`src/rtl/mem_sig_pkg.sv`:
```
// mem_sig_pkg: shared FSM state type, signature constants and the CRC-32 word step.
package mem_sig_pkg;

   typedef enum logic [1:0] {IDLE, READ, DRAIN, DONE} state_e;

   localparam logic [31:0] CRC_POLY = 32'h04C1_1DB7;
   localparam logic [31:0] CRC_INIT = 32'hFFFF_FFFF;
   localparam logic [31:0] SUM_INIT = 32'h0000_0000;

   function automatic logic [31:0] crc32_step(input logic [31:0] crc, input logic [31:0] data);
      logic [31:0] c;
      c = crc ^ data;
      for (int i = 0; i < 32; i++) c = c[31] ? ((c << 1) ^ CRC_POLY) : (c << 1);
      return c;
   endfunction

endpackage

```
`src/rtl/mem_sig_accum.sv`:
```
// mem_sig_accum: signature accumulator; CRC-32 when MEM_SIG_READER_CRC_EN is defined, else wrap-around sum.
module mem_sig_accum
   import mem_sig_pkg::*;
(
   input  logic        clk_i,
   input  logic        rst_ni,
   input  logic        init_i,
   input  logic        upd_i,
   input  logic [31:0] data_i,
   output logic [31:0] next_o
);

`ifdef MEM_SIG_READER_CRC_EN
   localparam logic [31:0] INIT = CRC_INIT;
`else
   localparam logic [31:0] INIT = SUM_INIT;
`endif

   logic [31:0] acc_q, acc_d, step;

   always_comb begin
`ifdef MEM_SIG_READER_CRC_EN
      step = crc32_step(acc_q, data_i);
`else
      step = acc_q + data_i;
`endif
      acc_d = init_i ? INIT : upd_i ? step : acc_q;
   end

   always_ff @(posedge clk_i or negedge rst_ni)
      if (!rst_ni) acc_q <= INIT;
      else acc_q <= acc_d;

   assign next_o = acc_d;

endmodule

```
`src/rtl/mem_sig_reader.sv`:
```
// mem_sig_reader: walks a RAM byte-address range one read per cycle and folds the words into a signature (MEM_SIG_READER_CRC_EN selects CRC-32).
module mem_sig_reader
   import mem_sig_pkg::*;
#(
   parameter int ADDR_WIDTH = 8
) (
   input  logic                  clk_i,
   input  logic                  rst_ni,
   input  logic                  start_i,
   input  logic                  abort_i,
   input  logic [ADDR_WIDTH-1:0] start_addr_i,
   input  logic [ADDR_WIDTH-1:0] end_addr_i,
   output logic                  en_o,
   output logic [ADDR_WIDTH-1:0] addr_o,
   output logic                  we_o,
   output logic [3:0]            be_o,
   output logic [31:0]           wdata_o,
   input  logic [31:0]           rdata_i,
   output logic                  busy_o,
   output logic                  done_o,
   output logic                  err_o,
   output logic [31:0]           sig_o,
   output logic [ADDR_WIDTH-1:0] count_o
);

   state_e                st_q, st_d;
   logic [ADDR_WIDTH-1:0] addr_q, addr_d, end_q, end_d, cnt_q, cnt_d;
   logic                  cap_q, cap_d, err_q, err_d;
   logic [31:0]           sig_q, sig_d, acc_next;
   logic                  ok, run, load, cap, last;

   always_comb begin
      ok     = start_addr_i[1:0] == 2'b00 && end_addr_i[1:0] == 2'b00 && end_addr_i >= start_addr_i;
      run    = st_q == READ || st_q == DRAIN;
      load   = st_q == IDLE && start_i && ok;
      cap    = cap_q && !abort_i;
      last   = addr_q == end_q;
      st_d   = st_q == IDLE  ? (load ? READ : IDLE)
             : run && abort_i ? IDLE
             : st_q == READ  ? (last ? DRAIN : READ)
             : st_q == DRAIN ? DONE : IDLE;
      // hold at the last address so the walk never wraps past the top word
      addr_d = load ? start_addr_i : (st_q == READ && !last) ? addr_q + ADDR_WIDTH'(4) : addr_q;
      end_d  = load ? end_addr_i : end_q;
      cap_d  = st_q == READ && !abort_i;
      cnt_d  = load ? '0 : cap ? cnt_q + ADDR_WIDTH'(1) : cnt_q;
      err_d  = st_q == IDLE && start_i && !ok;
      sig_d  = st_q == DRAIN && !abort_i ? acc_next : sig_q;
   end

   always_ff @(posedge clk_i or negedge rst_ni)
      if (!rst_ni) begin
         st_q   <= IDLE;
         addr_q <= '0;
         end_q  <= '0;
         cnt_q  <= '0;
         cap_q  <= 1'b0;
         err_q  <= 1'b0;
         sig_q  <= '0;
      end else begin
         st_q   <= st_d;
         addr_q <= addr_d;
         end_q  <= end_d;
         cnt_q  <= cnt_d;
         cap_q  <= cap_d;
         err_q  <= err_d;
         sig_q  <= sig_d;
      end

   mem_sig_accum u_accum (
      .clk_i  (clk_i),
      .rst_ni (rst_ni),
      .init_i (load),
      .upd_i  (cap),
      .data_i (rdata_i),
      .next_o (acc_next)
   );

   assign en_o    = st_q == READ && !abort_i;
   assign addr_o  = addr_q;
   assign we_o    = 1'b0;
   assign be_o    = 4'hF;
   assign wdata_o = '0;
   assign busy_o  = run;
   assign done_o  = st_q == DONE;
   assign err_o   = err_q;
   assign sig_o   = sig_q;
   assign count_o = cnt_q;

endmodule

```
`config.mk`:
```
export PLATFORM = sky130hd
export DESIGN_NAME = mem_sig_reader
export DESIGN_NICKNAME = d
export VERILOG_FILES = /design/src/rtl/mem_sig_pkg.sv /design/src/rtl/mem_sig_accum.sv /design/src/rtl/mem_sig_reader.sv
export SDC_FILE = /design/constraint.sdc
export NUM_CORES = 1
export LEC_CHECK = 0
export BUFFER_PORTS_ARGS = -buffer_cell sky130_fd_sc_hd__buf_2
export CORE_MARGIN = 1.5
export CORE_UTILIZATION = 55
export CTS_CLUSTER_DIAMETER = 60
export DETAILED_ROUTE_END_ITERATION = 10
export GPL_ROUTABILITY_DRIVEN = 0
export PLACE_DENSITY_LB_ADDON = 0.2
export SYNTH_ARGS = -nofsm -noshare
export SYNTH_HDL_FRONTEND = slang
export SYNTH_SLANG_ARGS = --single-unit
```
`constraint.sdc`:
```
create_clock -name clk_i -period 5.15 [get_ports clk_i]
set_input_delay 0 -clock clk_i [delete_from_list [all_inputs] [get_ports clk_i]]
set_output_delay 0 -clock clk_i [all_outputs]
set_load 0.03 [all_outputs]
```
=== After elaboration in Yosys (flattened, before gate mapping) ===
Cells that the tools add are included.

* Register bits after elaboration: 92
* Input bits: 52
* Output and inout bits: 89
* Logic and storage cells: 47

* $add $sub $neg: 3
* $lt $le $gt $ge: 1
* Equality and inequality tests: 4
* Muxes and demuxes: 12
* Reductions and logical operators: 19

{| class="wikitable"
|+ Operator list
! cell !! number
|-
| 32-bit two-way mux || 2
|-
| 32-bit adder || 1
|-
| 8-bit two-way mux || 4
|-
| 1-bit logical AND || 10
|-
| 2-bit two-way mux || 5
|-
| 8-bit by 1-bit adder with 8-bit output (second input constant) || 1
|-
| 8-bit by 3-bit adder with 8-bit output (second input constant) || 1
|-
| 8-bit equality test || 1
|-
| 8-bit >= comparator || 1
|-
| 2-bit zero test || 3
|-
| 2-bit equality test (second input constant) || 2
|-
| 2-bit nonzero test || 2
|-
| 1-bit zero test || 3
|-
| 2-bit by 1-bit equality test with 1-bit output (second input constant) || 1
|-
| 1-bit logical OR || 1
|-
| 1-bit two-way mux || 1
|}

=== Longest topological paths before layout ===
* Depth in word-level cells: 6
* Depth in mapped cells: 12
* Depth with buffers taken out: 11

=== By module ===
Synthesis repeated with hierarchy kept, for this count alone.

* Cells, all modules: 611
* Area total of the unflattened synthesis: 6095.8 µm²

{| class="wikitable"
|+ By module, submodules not included
! module !! times used !! cells an instance !! area each (µm²) !! sequential area each (µm²)
|-
| mem_sig_reader || 1 || 250 || 3062.9 || 1501.4
|-
| mem_sig_accum || 1 || 361 || 3032.9 || 800.8
|}

=== Worst setup path after synthesis ===
No wires, ideal clock.

* Path kind: register -> register
* From: register u_accum.acc_q[0]
* To: register sig_q[30], in the netlist sig_o[30]
* Setup time: 141 ps
* Data arrival time: 2638 ps
* Required time: 5009 ps
* Path slack: 2371 ps
* Stages on the path, launching flop included: 12
* Path buffers: 0
* Period minus slack after synthesis: 2779 ps
* Path through: dfrtp_1 ha_1 fa_1 a211oi_1 o21bai_1 a22oi_2 nor4_1 nand3b_4 a31o_2 a21oi_1 xor2_1 o221ai_1

* Longest elaborated chain between the ends: 3

{| class="wikitable"
|+ Ends and longest elaborated chain
! what !! line !! RTL
|-
| from (decl) || mem_sig_accum.sv:19 || <nowiki>logic [31:0] acc_q, acc_d, step;</nowiki>
|-
| from (signal assigned) || mem_sig_accum.sv:31 || <nowiki>if (!rst_ni) acc_q <= INIT;</nowiki>
|-
| from (signal assigned) || mem_sig_accum.sv:32 || <nowiki>else acc_q <= acc_d;</nowiki>
|-
| 32-bit adder || mem_sig_accum.sv:25 || <nowiki>step = acc_q + data_i;</nowiki>
|-
| 32-bit two-way mux (2 in series) || mem_sig_accum.sv:27 || <nowiki>acc_d = init_i ? INIT : upd_i ? step : acc_q;</nowiki>
|-
| to (signal assigned) || mem_sig_reader.sv:67 || <nowiki>sig_q <= sig_d;</nowiki>
|-
| to (decl) || mem_sig_reader.sv:29 || <nowiki>logic [31:0] sig_q, sig_d, acc_next;</nowiki>
|}

No other way between the ends.
A chain may end at the register's enable or synchronous reset.

=== Final worst setup path ===
Ends and elaborated chain as after synthesis.

==> results by group <==
Place
  • DP Wirelength: 10400 µm
  • Dpl ws: 2.05 ns
  • Placed Instance Area: 6530 µm²
  • Port buffer count: 103
  • Placed cell count: roughly 880

Layout
  • Share of cells above drive strength 1: 20.3%
  • Most frequent cells in the layout: buf_2 (102), nand2_1 (98), dfrtp_1 (92), a21oi_1 (54), ha_1 (45)
  • Layout Nets: between 800 and 900
  • Final instance area: 6880 µm²
  • Post-Layout Cell Count: 914
  • Fin util: 63.8%
  • Ant. Diodes: 0
  • Area Overhead vs Synth: 13.6%
  • Leading cell type in the layout, fill and taps excluded: buf_2
  • Fillers: 925

Logic synthesis
  • EDFF count, synth: 0
  • Yosys cell types: 62
  • Synth top area share: 38.0%
  • Post-synth top area cell: dfrtp_1
  • Sequential area share after synthesis: approximately 38%
  • Flops & latches, synth: a little over 90
  • Netlist Area Pre-Place: between 6000 and 7000 µm²
  • Top cells by area, synth: dfrtp_1 (38%), ha_1 (9.3%), nand2_1 (6.1%)
  • Post-synth top flop: dfrtp_1
  • Average size of a mapped cell: 9.04 µm²
  • Syn Inst Count: 670
  • Ys Warns: 0
  • Fraction of registers with async set/reset: 100%

Floorplanning
  • Die footprint: 11700 µm²
  • Starting Density: 56.1%
  • Die X-Extent: 108 µm
  • Rows: 38
  • Ports: ~140
  • Core Footprint: 10800 µm²
  • Die height: 108 µm

Outcome
  • Status: complete, no violations

Detailed routing
  • Vias: 5087
  • 1st-pass router iterations: 5
  • Drt via density: 5.57
  • DRT Wirelength: 14300 µm
  • Drt drc: 0
  • DRT iter0 DRCs: 228
  • Routed Antenna Nets: 0
  • Drt wl/cell: 15.7 µm

Timing
  • Final worst path period share: 61.1%
  • Worst-Margin Slew: 1.17 ns
  • Minimum clock period: 3.14 ns
  • Fmax: 318 MHz
  • Pins Over Slew Limit: 0
  • Final Hold Vio Count: 0
  • Setup_tns: 0 ns
  • Finish-stage setup viols: 0
  • Clk_skew: roughly 0.0077 ns
  • Rel. slew slack: 22.0%
  • RSZ-0062 raised after global routing: false
  • Final WS setup: around 2.0 ns

Clock tree
  • Resize count post-CTS: 0
  • H-Tree Depth: 3
  • Post-CTS Setup Bufs: 0
  • CTS Sinks: 92
  • Root Buffer: clkbuf_8
  • Clk Latency, worst-skew pair: 0.38 ns
  • Worst-case clock buffer depth: 2
  • Post-cts hold buffer count: 15
  • Total CTS buffers: 9
  • CTS tree: done
  • Worst-path clk slew: 0.09 ns

Critical path
  • CP Max Fanout: 6
  • CP Launch Type: flop
  • Setup crit start: u_accum.acc_q[0]
  • Crit path capture type: flop
  • R2R Path Start: u_accum.acc_q[0]
  • Worst setup path class: reg -> reg
  • R2R depth: 11
  • Critical Path RT: 5.37 ns
  • Crit path DAT: 3.36 ns
  • RR Endpoint: sig_o[30]
  • Critical Path Sink: sig_o[30]
  • Reg-to-reg slack, setup: 2.01 ns

Power
  • Switching power: 728 µW
  • IR drop worst, VDD: 0.196 mV
  • Power Dens Cells: 291 nW/µm²
  • Power share of the combinational group: a little under a third
  • Sw Share: 36.3%
  • Power share of the clock group: 25.3%
  • Seq pwr share: 43.2%
  • Int Power: around 1300 µW
  • P_leak: 0.00367 µW

Global routing
  • Largest net degree at the start of global routing: 63
  • Vias in the first global route: 5058
  • GR Util All Layers: between 20% and 30%
  • Initial antenna violation count: 0
  • GRT overflow: 0
  • First-pass GRT wire length: between 20000 and 25000 µm

Hold path
  • HP Class: in -> reg

Run
  • Max-cap violations: 0
==> layer usage <==
| metal | up-vias | part of all wire (%) | track usage, % |
|---|---|---|---|
| li1 | 2454 | - | - |
| met1 | 2449 | 45 | 34.2 |
| met2 | 161 | 49 | 42.9 |
| met3 | 23 | 4.7 | 4.16 |
| met4 | 0 | 2.1 | 11.3 |
| met5 | - | 0 | 0 |
==> synthesized netlist by cell type, types with 2 or more instances <==
master     count
buf_2          3
o211ai_1       4
nand2_1       98
mux2i_1        8
a211oi_1       3
nand4_1       11
a21boi_0       3
nor4_1         3
nand3_1       21
ha_1          45
a21oi_1       54
nor2b_1        2
o21ai_0       22
nand2b_1       7
o2111ai_1      2
o21ai_2        2
inv_1         19
or2_2          2
a31oi_1        7
clkbuf_1      26
dfrtp_1       92
o221ai_1       2
and3_1         3
xnor2_1       23
buf_4         37
o21ai_1        2
mux2_2        18
o21a_1         2
o21bai_1       5
a21o_1        22
nor3_1         5
or4_1          2
conb_1         2
clkbuf_2       2
o31ai_1       12
nor2_1        41
or3_1          5
xor2_1        23
a31o_2         2
and2_1         6
==> metrics by stage <==
stage,total power (µW),hold slack (ns)
global route,2120,0.0473
global placement,1470,-0.0522
floorplan,1340,-0.296
CTS,2010,0.0379
detailed placement,1490,-0.0358
finish,2010,0.0522
==> how the worst min path moves through the flow <==
stage                   endpoint  cells past startpoint            start
6_report                   err_o                      4  start_addr_i[0]
5_1_grt                    err_o                      4    end_addr_i[1]
4_1_cts                    err_o                      4  start_addr_i[1]
3_5_place_dp   u_accum.acc_q[15]                      1           rst_ni
3_3_place_gp   u_accum.acc_q[15]                      1           rst_ni
2_1_floorplan          addr_o[0]                      0           rst_ni
==> power by group through the flow <==
| stage | combinational [µW] | sequential (µW) | clock, µW |
|---|---|---|---|
| 3_5_place_dp | 614 | 877 | 0 |
| 4_1_cts | 626 | 864 | 519 |
| 5_1_grt | 702 | 876 | 544 |
| 6_report | 633 | 867 | 507 |
| 2_1_floorplan | 431 | 913 | 0 |
| 3_3_place_gp | 598 | 873 | 0 |
==> flip-flops by register name, indices dropped and copies added, names as in the netlist <==
name           count
err_o              1
count_o            8
cap_q              1
sig_o             32
st_q               2
end_q              8
addr_o             8
u_accum.acc_q     32
==> cells by family after synthesis <==
family | synth area share [%]
adders and majority gates | 9.62
buffers and inverters | 7.85
other | 0.124
AOI/OAI and AO/OA | 16.9
xor gates and xnor gates | 6.65
and+or+nand+nor | 16.2
DFF | 38.0
muxes | 4.67
==> worst max-delay path: stages (launching register included) <==
cell      delay (ns)
dfrtp_1         0.40
ha_1            0.22
fa_1            0.42
a211oi_1        0.30
o21bai_1        0.17
a22oi_2         0.31
nor4_1          0.14
nand3b_4        0.21
a31o_2          0.30
a21oi_1         0.18
xor2_1          0.20
o221ai_1        0.14
==> layout make-up <==
type | count | area (µm²) | area share (%)
Clock inverter | 4 | 48.8 | 0.709
Clock buffer | 11 | 151 | 2.20
Inverter | 19 | 71.3 | 1.04
Sequential cell | 92 | 2300 | 33.4
Multi-Input combinational cell | 525 | 3430 | 49.8
Timing Repair Buffer | 123 | 706 | 10.3
Tap cell | 140 | 175 | 2.54
Note: power is estimated with default switching activity, not from simulation.
